**src/rtl/vram_arbiter_if.sv**
```systemverilog
// Bundles the renderer, CPU register-port and VRAM signals of vram_arbiter.
// slave is the arbiter's view, master is the surrounding system's view.
interface vram_arbiter_if;
  logic        vblank;
  logic        rnd_req;
  logic [15:0] rnd_addr;
  logic        rnd_grant;
  logic        cpu_req;
  logic        cpu_we;
  logic [15:0] cpu_addr;
  logic [7:0]  cpu_wdata;
  logic        cpu_busy;
  logic        cpu_done;
  logic [7:0]  cpu_rdata;
  logic [15:0] mem_addr;
  logic        mem_we;
  logic [7:0]  mem_wdata;
  logic [7:0]  mem_rdata;

  modport slave (
    input  vblank, rnd_req, rnd_addr,
    input  cpu_req, cpu_we, cpu_addr, cpu_wdata,
    input  mem_rdata,
    output rnd_grant, cpu_busy, cpu_done, cpu_rdata,
    output mem_addr, mem_we, mem_wdata
  );

  modport master (
    output vblank, rnd_req, rnd_addr,
    output cpu_req, cpu_we, cpu_addr, cpu_wdata,
    output mem_rdata,
    input  rnd_grant, cpu_busy, cpu_done, cpu_rdata,
    input  mem_addr, mem_we, mem_wdata
  );
endinterface

```
**src/rtl/vram_arbiter.sv**
```systemverilog
// Single VRAM port shared by the renderer (priority) and a one-entry CPU access buffer.
// Define VRAM_ARB_STARVE_GUARD_EN to force a CPU slot after STARVE_LIMIT blocked PEND cycles.
module vram_arbiter #(
  parameter int STARVE_LIMIT = 8
) (
  input  logic          clk,
  input  logic          reset,
  vram_arbiter_if.slave bus
);

  typedef enum logic [1:0] {
    IDLE    = 2'd0,
    PEND    = 2'd1,
    RD_WAIT = 2'd2
  } state_t;

  state_t      state_reg;
  state_t      state_next;
  logic [15:0] buf_addr_reg;
  logic        buf_we_reg;
  logic [7:0]  buf_wdata_reg;
  logic        done_reg;
  logic [7:0]  rdata_reg;

  logic capture;
  logic force_slot;
  logic rnd_win;
  logic issue;

  if (STARVE_LIMIT < 1) begin : g_bad_limit
    $error("vram_arbiter: STARVE_LIMIT must be at least 1");
  end

  assign capture = (state_reg == IDLE) && bus.cpu_req;
  assign rnd_win = !bus.vblank && bus.rnd_req && !force_slot;
  assign issue   = (state_reg == PEND) && !rnd_win;

`ifdef VRAM_ARB_STARVE_GUARD_EN
  localparam int CNT_W = $clog2(STARVE_LIMIT + 1);

  logic [CNT_W-1:0] starve_cnt_reg;

  assign force_slot = (state_reg == PEND) && (starve_cnt_reg >= CNT_W'(STARVE_LIMIT));

  // Counts only renderer wins while a CPU access waits; any issue restarts it.
  always_ff @(posedge clk or negedge reset) begin
    if (!reset) begin
      starve_cnt_reg <= '0;
    end else if (issue) begin
      starve_cnt_reg <= '0;
    end else if ((state_reg == PEND) && rnd_win) begin
      starve_cnt_reg <= starve_cnt_reg + CNT_W'(1);
    end
  end
`else
  assign force_slot = 1'b0;
`endif

  always_ff @(posedge clk or negedge reset) begin
    if (!reset) begin
      state_reg <= IDLE;
    end else begin
      state_reg <= state_next;
    end
  end

  always_ff @(posedge clk or negedge reset) begin
    if (!reset) begin
      buf_addr_reg  <= 16'h0000;
      buf_we_reg    <= 1'b0;
      buf_wdata_reg <= 8'h00;
      done_reg      <= 1'b0;
      rdata_reg     <= 8'h00;
    end else begin
      if (capture) begin
        buf_addr_reg  <= bus.cpu_addr;
        buf_we_reg    <= bus.cpu_we;
        buf_wdata_reg <= bus.cpu_wdata;
      end
      // Write completes the cycle after issue; read one cycle later, after RD_WAIT.
      done_reg <= (issue && buf_we_reg) || (state_reg == RD_WAIT);
      if (state_reg == RD_WAIT) begin
        rdata_reg <= bus.mem_rdata;
      end
    end
  end

  always_comb begin
    state_next = state_reg;
    case (state_reg)
      IDLE:    if (capture) state_next = PEND;
      PEND:    if (issue)   state_next = buf_we_reg ? IDLE : RD_WAIT;
      RD_WAIT: state_next = IDLE;
      default: state_next = IDLE;
    endcase
  end

  // Port outputs are combinational, so they are also gated by reset directly.
  always_comb begin
    bus.rnd_grant = 1'b0;
    bus.mem_addr  = 16'h0000;
    bus.mem_we    = 1'b0;
    bus.mem_wdata = 8'h00;
    if (reset) begin
      bus.rnd_grant = rnd_win;
      if (issue) begin
        bus.mem_addr  = buf_addr_reg;
        bus.mem_we    = buf_we_reg;
        bus.mem_wdata = buf_wdata_reg;
      end else begin
        bus.mem_addr  = bus.rnd_addr;
      end
    end
  end

  always_comb begin
    bus.cpu_busy  = (state_reg != IDLE);
    bus.cpu_done  = done_reg;
    bus.cpu_rdata = rdata_reg;
  end

endmodule

```
**src/flat_wrapper.sv**
```systemverilog
// flat-port wrapper written by rule: the top's interface ports become plain ports
module vram_arbiter_flat 
#(
  parameter int STARVE_LIMIT = 8
)
  (clk, reset, bus_vblank, bus_rnd_req, bus_rnd_addr, bus_cpu_req, bus_cpu_we, bus_cpu_addr, bus_cpu_wdata, bus_mem_rdata, bus_rnd_grant, bus_cpu_busy, bus_cpu_done, bus_cpu_rdata, bus_mem_addr, bus_mem_we, bus_mem_wdata);
  vram_arbiter_if bus_i ();
  input  logic clk;
  input  logic reset;
  input wire logic [$bits(bus_i.vblank)-1:0] bus_vblank;
  input wire logic [$bits(bus_i.rnd_req)-1:0] bus_rnd_req;
  input wire logic [$bits(bus_i.rnd_addr)-1:0] bus_rnd_addr;
  input wire logic [$bits(bus_i.cpu_req)-1:0] bus_cpu_req;
  input wire logic [$bits(bus_i.cpu_we)-1:0] bus_cpu_we;
  input wire logic [$bits(bus_i.cpu_addr)-1:0] bus_cpu_addr;
  input wire logic [$bits(bus_i.cpu_wdata)-1:0] bus_cpu_wdata;
  input wire logic [$bits(bus_i.mem_rdata)-1:0] bus_mem_rdata;
  output wire logic [$bits(bus_i.rnd_grant)-1:0] bus_rnd_grant;
  output wire logic [$bits(bus_i.cpu_busy)-1:0] bus_cpu_busy;
  output wire logic [$bits(bus_i.cpu_done)-1:0] bus_cpu_done;
  output wire logic [$bits(bus_i.cpu_rdata)-1:0] bus_cpu_rdata;
  output wire logic [$bits(bus_i.mem_addr)-1:0] bus_mem_addr;
  output wire logic [$bits(bus_i.mem_we)-1:0] bus_mem_we;
  output wire logic [$bits(bus_i.mem_wdata)-1:0] bus_mem_wdata;
  assign bus_i.vblank = bus_vblank;
  assign bus_i.rnd_req = bus_rnd_req;
  assign bus_i.rnd_addr = bus_rnd_addr;
  assign bus_i.cpu_req = bus_cpu_req;
  assign bus_i.cpu_we = bus_cpu_we;
  assign bus_i.cpu_addr = bus_cpu_addr;
  assign bus_i.cpu_wdata = bus_cpu_wdata;
  assign bus_i.mem_rdata = bus_mem_rdata;
  assign bus_rnd_grant = bus_i.rnd_grant;
  assign bus_cpu_busy = bus_i.cpu_busy;
  assign bus_cpu_done = bus_i.cpu_done;
  assign bus_cpu_rdata = bus_i.cpu_rdata;
  assign bus_mem_addr = bus_i.mem_addr;
  assign bus_mem_we = bus_i.mem_we;
  assign bus_mem_wdata = bus_i.mem_wdata;
  vram_arbiter #(.STARVE_LIMIT(STARVE_LIMIT)) u_core (.clk(clk), .reset(reset), .bus(bus_i));
endmodule
```
**config.mk**
```make
export PLATFORM = sky130hd
export DESIGN_NAME = vram_arbiter_flat
export DESIGN_NICKNAME = d
export VERILOG_FILES = /design/src/rtl/vram_arbiter_if.sv /design/src/rtl/vram_arbiter.sv /design/src/flat_wrapper.sv
export SDC_FILE = /design/constraint.sdc
export NUM_CORES = 1
export LEC_CHECK = 0
export ABC_AREA = 1
export BUFFER_PORTS_ARGS = -buffer_cell sky130_fd_sc_hd__buf_4
export CAP_MARGIN = 20
export CORE_ASPECT_RATIO = 1.25
export CORE_UTILIZATION = 25
export DETAILED_ROUTE_END_ITERATION = 8
export PLACE_DENSITY = 0.58
export SLEW_MARGIN = 20
export SYNTH_ARGS = -nofsm -noshare
export SYNTH_HDL_FRONTEND = slang
export SYNTH_SLANG_ARGS = --single-unit
```
**constraint.sdc**
```tcl
create_clock -name clk -period 2.5 [get_ports clk]
set_clock_uncertainty 0.2 [all_clocks]
set_input_delay 0.625 -clock clk [delete_from_list [all_inputs] [get_ports clk]]
set_output_delay 0.625 -clock clk [all_outputs]
set_load 0.05 [all_outputs]
```
==> impl_results.md, run 1 <==
* Met3 GRT Util at 3.22%
* Max-slew violation count at 0
* Crit path cell chain: inv_4 -> nor2_4 -> buf_12 -> clkbuf_16 -> nand3_1 -> nand2_1 -> nor2_2 -> buf_4
* Net Count, Synth at 292
* Fill cell count at 712
* Final WL at 5.06 mm
* Ports at 90
* Final Critical Period at 2.41 ns
* Critical path's slowest cell: dfrtp_1
* Top Usage Layer GRT: met2
* Die Y at 96.3 um
* Row cnt at 34
* Sequential share of the synthesized area at 50.6%
* Vias per cell at 4.33
* Vias in the first global route at 1626
* Hold slack final at 0.0862 ns
* Leakage at 1.53 nW
* CP Capture Type: output port
* GR met2 Demand/Resource at 22.6%
* Seq cells post-synth at 36
* Worst rel slew slack at 69.7%
* First-pass GRT wire length at 7.82 mm
* RD Place Congestion at 0.747
* Die Span X at 77.5 um
* Clock root cell: clkbuf_8
* Max-cap violations at 0
* Largest net degree at the start of global routing at 35
* Most common cell after layout, fill and taps aside: buf_4
* DR iter-0 viols at 75
* Layout Cells excl Fill at 424
* Overflow after GRT at 0
* Clock slew at reported path FFs at 0.07 ns
* Dpl ws at 0.119 ns
* CTS tree: yes
* Netlist cell types at 15
* Critical path class: register to output port
* Final core occ at 41.2%
* Initial Util at 25.7%
* Max reg flops at 16
* DR WL/cell at 11.9 um
* Max VDD drop at 0.408 mV
* Final period utilization at 96.5%
* Pwr dens at 923 nW/um^2
* Final hold violation count at 0
* Share of post-route cells with drive strength above 1 at 39.2%
* Syn Inst Count at 238
* Count of final setup violators at 0
* ANT cells at 0
* Critical Path Fanout Max at 14
* Synthesized area per cell at 7.48 sq um
* CP Launch Type: register
* ANT nets after route at 0
* H-tree depth at 2
* Crit-path max cell delay at 0.42 ns
* GRT met1 Usage at 16.7%
* Worst R2R Path Depth at 6
* Vias post-DR at 1836
* Arrival time worst endpoint at 1.59 ns
* Core area at 6930 sq um
* DP Cell Count at 411
* Worst Slack Setup Final at 0.0878 ns
* Clk sinks at 36
* Worst Tran Pin Value at 0.453 ns
* Remaining DRCs at 0
* Most frequent cells in the layout: buf_4 (84), a21oi_1 (41), nand2_1 (36), dfrtp_1 (36), nor2_1 (35)
* # nets final at 387
* CTS buffer count at 5
* Post-DP HPWL at 3.45 mm
* Tot GR Track Use at 13.6%
* Max Fclk at 0.415 GHz
* Initial antenna violation count at 0
* RSZ-0062 raised after global routing: true
* Clk Latency, worst-skew pair at 0.29 ns
* # port buffers at 89
* Syn-to-layout area delta at 60.6%
* Post-Syn Area at 1780 sq um
* Req. time, crit path at 1.67 ns
* Reg2reg end: u_core.buf_addr_reg[4]$_DFFE_PN0P_
* HP Class: input pin to async pin
* Drt pass-1 iters at 4
* Max clock buf depth at 2
* Die Area at 7460 sq um
* Yosys warning total at 0
* Reg-to-reg startpoint: u_core.state_reg[1]$_DFFE_PN0P_
* Flop-to-flop setup slack at 0.78 ns
* Status: finished, final reports clean
final cells by class:
type                    instances  area [sq um]  share of cell area [%]
clock buffers                   5          68.8                    2.41
well taps                      90           113                    3.94
inverters                      29           111                    3.90
flip-flops and latches         36           901                    31.5
repair buffers                102           903                    31.6
multi-input cells             159           742                    26.0
clock inverters                 3          18.8                   0.657
power by group:
part	leakage, nW	switching (mW)	total (mW)	internal, mW
combinational	1.07	0.889	1.37	0.479
sequential	0.410	0.0757	0.862	0.787
clock	0.0479	0.214	0.408	0.194
total	1.53	1.18	2.64	1.46
synthesized netlist by cell type:
cell | number | area [sq um]
inv_1 | 28 | 105
nor2_4 | 1 | 11.3
buf_4 | 4 | 30.0
inv_2 | 1 | 3.75
nor2_1 | 52 | 195
o21ai_0 | 1 | 5.00
nand3_1 | 26 | 130
nand2_2 | 1 | 6.26
a21oi_1 | 41 | 205
buf_1 | 1 | 3.75
buf_2 | 6 | 30.0
nor2_2 | 1 | 6.26
dfrtp_1 | 36 | 901
clkbuf_1 | 3 | 11.3
nand2_1 | 36 | 135
what timing repair did:
action,4_1_cts,5_1_grt
setup buffers,0,2
pin swaps,0,1
hold buffers,1,0
endpoints found under the setup margin,9,23
cloned,0,2
gates resized for setup,2,10
hold endpoints to repair,10,0
how the worst max path moves through the flow:
stage,startpoint,end,cells after the start
6_report,u_core.state_reg[0]$_DFFE_PN0P_,bus_mem_addr[12],8
5_1_grt,u_core.state_reg[0]$_DFFE_PN0P_,bus_mem_addr[6],7
4_1_cts,u_core.state_reg[0]$_DFFE_PN0P_,bus_mem_addr[9],7
3_5_place_dp,bus_vblank,bus_mem_wdata[3],6
3_3_place_gp,bus_rnd_req,bus_mem_wdata[0],5
2_1_floorplan,bus_vblank,bus_mem_wdata[0],4
through the flow:
stage / power [mW] / TNS [ns] / cell area (sq um)
finish: 2.64 / 0 / 2860
global route: 2.82 / -0.0233 / 2860
CTS: 2.59 / -0.00986 / 2740
detailed placement: 2.16 / 0 / 2640
global placement: 2.14 / 0 / 2640
floorplan: 1.75 / -0.707 / 1820
logic make-up (layout without fill, tap and decap cells):
family	after synthesis	after routing	share of synthesized area [%]
AOI/OAI and AO/OA	42	42	11.8
and+or+nand+nor	117	117	27.2
buffers and inverters	43	139	10.3
DFF	36	36	50.6
layer usage:
metal	vias up	part of all wire (%)
met2	51	51
met1	846	42
met4	0	1.6
met5	-	0
met3	4	4.7
li1	935	-
critical path: cells and delay by family, from the launching register on:
| kind | cells | cell delay [ns] |
|---|---|---|
| AND/OR/NAND/NOR | 4 | 0.27 |
| flip-flops | 1 | 0.42 |
| buffers and inverters | 4 | 0.63 |
(Power assumes the default switching activity.)
==> run 2, diff against run 1 <==
--- a/config.mk
+++ b/config.mk
@@ -12,6 +12,7 @@
 export CORE_UTILIZATION = 25
 export DETAILED_ROUTE_END_ITERATION = 8
 export PLACE_DENSITY = 0.58
+export SKIP_LAST_GASP = 1
 export SLEW_MARGIN = 20
 export SYNTH_ARGS = -nofsm -noshare
 export SYNTH_HDL_FRONTEND = slang
==> constraint.sdc (replaced) <==
create_clock -name clk -period 2.5 [get_ports clk]
set_clock_uncertainty 0.2 [all_clocks]
set_input_delay 0.125 -clock clk [delete_from_list [all_inputs] [get_ports clk]]
set_output_delay 0.125 -clock clk [all_outputs]
set_load 0.05 [all_outputs]
==> impl_results.md, run 2 (same netlist as run 1, synthesis figures left out) <==
* DR WL/cell at 11.5 um
* Arrival time worst endpoint at 1.94 ns
* Drt pass-1 iters at 4
* Flop-to-flop setup slack at 0.45 ns
* Leakage at 1.61 nW
* Max Fclk at 0.441 GHz
* Dpl ws at 0.654 ns
* Share of post-route cells with drive strength above 1 at 29.3%
* Remaining DRCs at 0
* CTS tree: yes
* Max-slew violation count at 0
* Critical path class: input pin to output port
* Die Y at 96.3 um
* Seq pwr share at 32.4%
* Ports at 90
* Core area at 6930 sq um
* Max VDD drop at 0.409 mV
* Final WL at 5.19 mm
* Die Span X at 77.5 um
* Die Area at 7460 sq um
* CP Capture Type: output port
* Clock slew at reported path FFs at 0.07 ns
* Initial Util at 25.7%
* Internal at 1.55 mW
* Row cnt at 34
* Most frequent cells in the layout: buf_4 (94), nor2_1 (52), a21oi_1 (41)
* Critical Path Fanout Max at 12
* Post-DP HPWL at 3.58 mm
* Max-cap violations at 0
* DR iter-0 viols at 107
* Final period utilization at 90.7%
* H-tree depth at 2
* Most common cell after layout, fill and taps aside: buf_4
* Overflow after GRT at 0
* Vias post-DR at 1925
* Clock power frac at 20.8%
* Max clock buf depth at 2
* ANT cells at 0
* HP Class: input pin to async pin
* Pwr dens at 892 nW/um^2
* Combinational fraction of design power at 46.8%
* Clock root cell: clkbuf_8
* Vias per cell at 4.26
* Syn-to-layout area delta at 69.1%
* Worst R2R Path Depth at 5
* CTS buffer count at 5
* Largest net degree at the start of global routing at 35
* Tot GR Track Use at 14.6%
* Sw Pwr at 1.14 mW
* Setup crit end: bus_mem_we
* Status: finished, final reports clean
* Count of final setup violators at 0
* First-pass GRT wire length at 8.51 mm
* Switching share of power at 42.4%
* Worst Slack Setup Final at 0.232 ns
* Final hold violation count at 0
* RD Place Congestion at 0.702
* Max reg flops at 16
* Final Critical Period at 2.27 ns
* Crit. Startpoint: bus_rnd_req
* Worst rel slew slack at 72.3%
* Initial antenna violation count at 0
* Clk Latency, worst-skew pair at 0.28 ns
* Fill cell count at 713
* Area of the multi-input gates at 694 sq um
* Worst Tran Pin Value at 0.414 ns
* RSZ-0062 raised after global routing: false
* Vias in the first global route at 1871
* CP Launch Type: input pin
* # nets final at 415
* ANT nets after route at 0
* # port buffers at 89
* Setup TNS at 0 ns
* Setup bufs post-CTS at 0
* Post-CTS resize count at 0
* Register area at 901 sq um
* Reg2reg end: u_core.state_reg[0]$_DFFE_PN0P_
* CTS Hold Bufs at 36
* Req. time, crit path at 2.17 ns
* Tot Pwr at 2.69 mW
* Clk sinks at 36
* Reg-to-reg startpoint: u_core.state_reg[1]$_DFFE_PN0P_
[run 2: cell count changes in the layout (fill, tap and decap cells not counted), moves of 2 or more]
cell / previous run / this run
buf_12: 5 / 0
buf_4: 84 / 94
buf_6: 10 / 0
clkbuf_16: 2 / 0
clkbuf_8: 5 / 7
clkinv_2: 2 / 0
dlygate4sd3_1: 1 / 36
nor2_1: 35 / 52
nor2_2: 18 / 1
[run 2: cell type report]
cell class | instances | share of cell area (%)
sequential | 36 | 29.9
timing repair buffer | 130 | 35.4
multi-input combinational | 159 | 23.1
clock buffer | 7 | 3.20
clock inverter | 1 | 0.998
tap | 90 | 3.74
inverter | 29 | 3.62
[run 2: how the worst min path moves through the flow]
| stage | startpoint | to | slack, ns | depth (start not counted) |
|---|---|---|---|---|
| 2_1_floorplan | reset | u_core.buf_addr_reg[0]$_DFFE_PN0P_ | -0.37 | 0 |
| 3_3_place_gp | reset | u_core.buf_wdata_reg[4]$_DFFE_PN0P_ | -0.16 | 1 |
| 3_5_place_dp | reset | u_core.buf_wdata_reg[5]$_DFFE_PN0P_ | -0.15 | 1 |
| 4_1_cts | reset | u_core.buf_wdata_reg[5]$_DFFE_PN0P_ | 0.08 | 2 |
| 5_1_grt | reset | u_core.buf_wdata_reg[2]$_DFFE_PN0P_ | 0.11 | 2 |
| 6_report | reset | u_core.buf_wdata_reg[5]$_DFFE_PN0P_ | 0.08 | 2 |
[run 2: per-layer routing]
layer  global-route usage, %  vias up  wire [um]
met1                    17.2      870       2150
met4                    6.92        0        132
met3                    2.94       13        240
met5                       0        -          0
met2                    25.7       52       2660
li1                        -      990          -
[run 2: power by group through the flow]
stage                     clock network, mW  logic (mW)  registers [mW]
after floorplan                           0       0.622            1.11
after global placement                    0        1.21           0.875
after detailed placement                  0        1.22           0.883
after CTS                             0.571        1.27           0.871
after global routing                  0.596        1.37           0.895
final                                 0.557        1.26           0.871
[run 2: worst max-delay path: stages]
cell,delay (ns)
dlygate4sd3_1,0.54
buf_4,0.14
nand2_1,0.31
nand3_1,0.39
nor2_1,0.22
buf_4,0.22
[run 2: through the flow]
stage | cells | area, sq um | hold WS, ns | utilization, %
final | 452 | 3010 | 0.0776 | 43.4
after global routing | 452 | 3010 | 0.106 | 43.4
after CTS | 452 | 3010 | 0.0837 | 43.4
after detailed placement | 408 | 2520 | -0.150 | 36.4
after global placement | 408 | 2520 | -0.156 | 36.4
after floorplan | 238 | 1780 | -0.371 | -
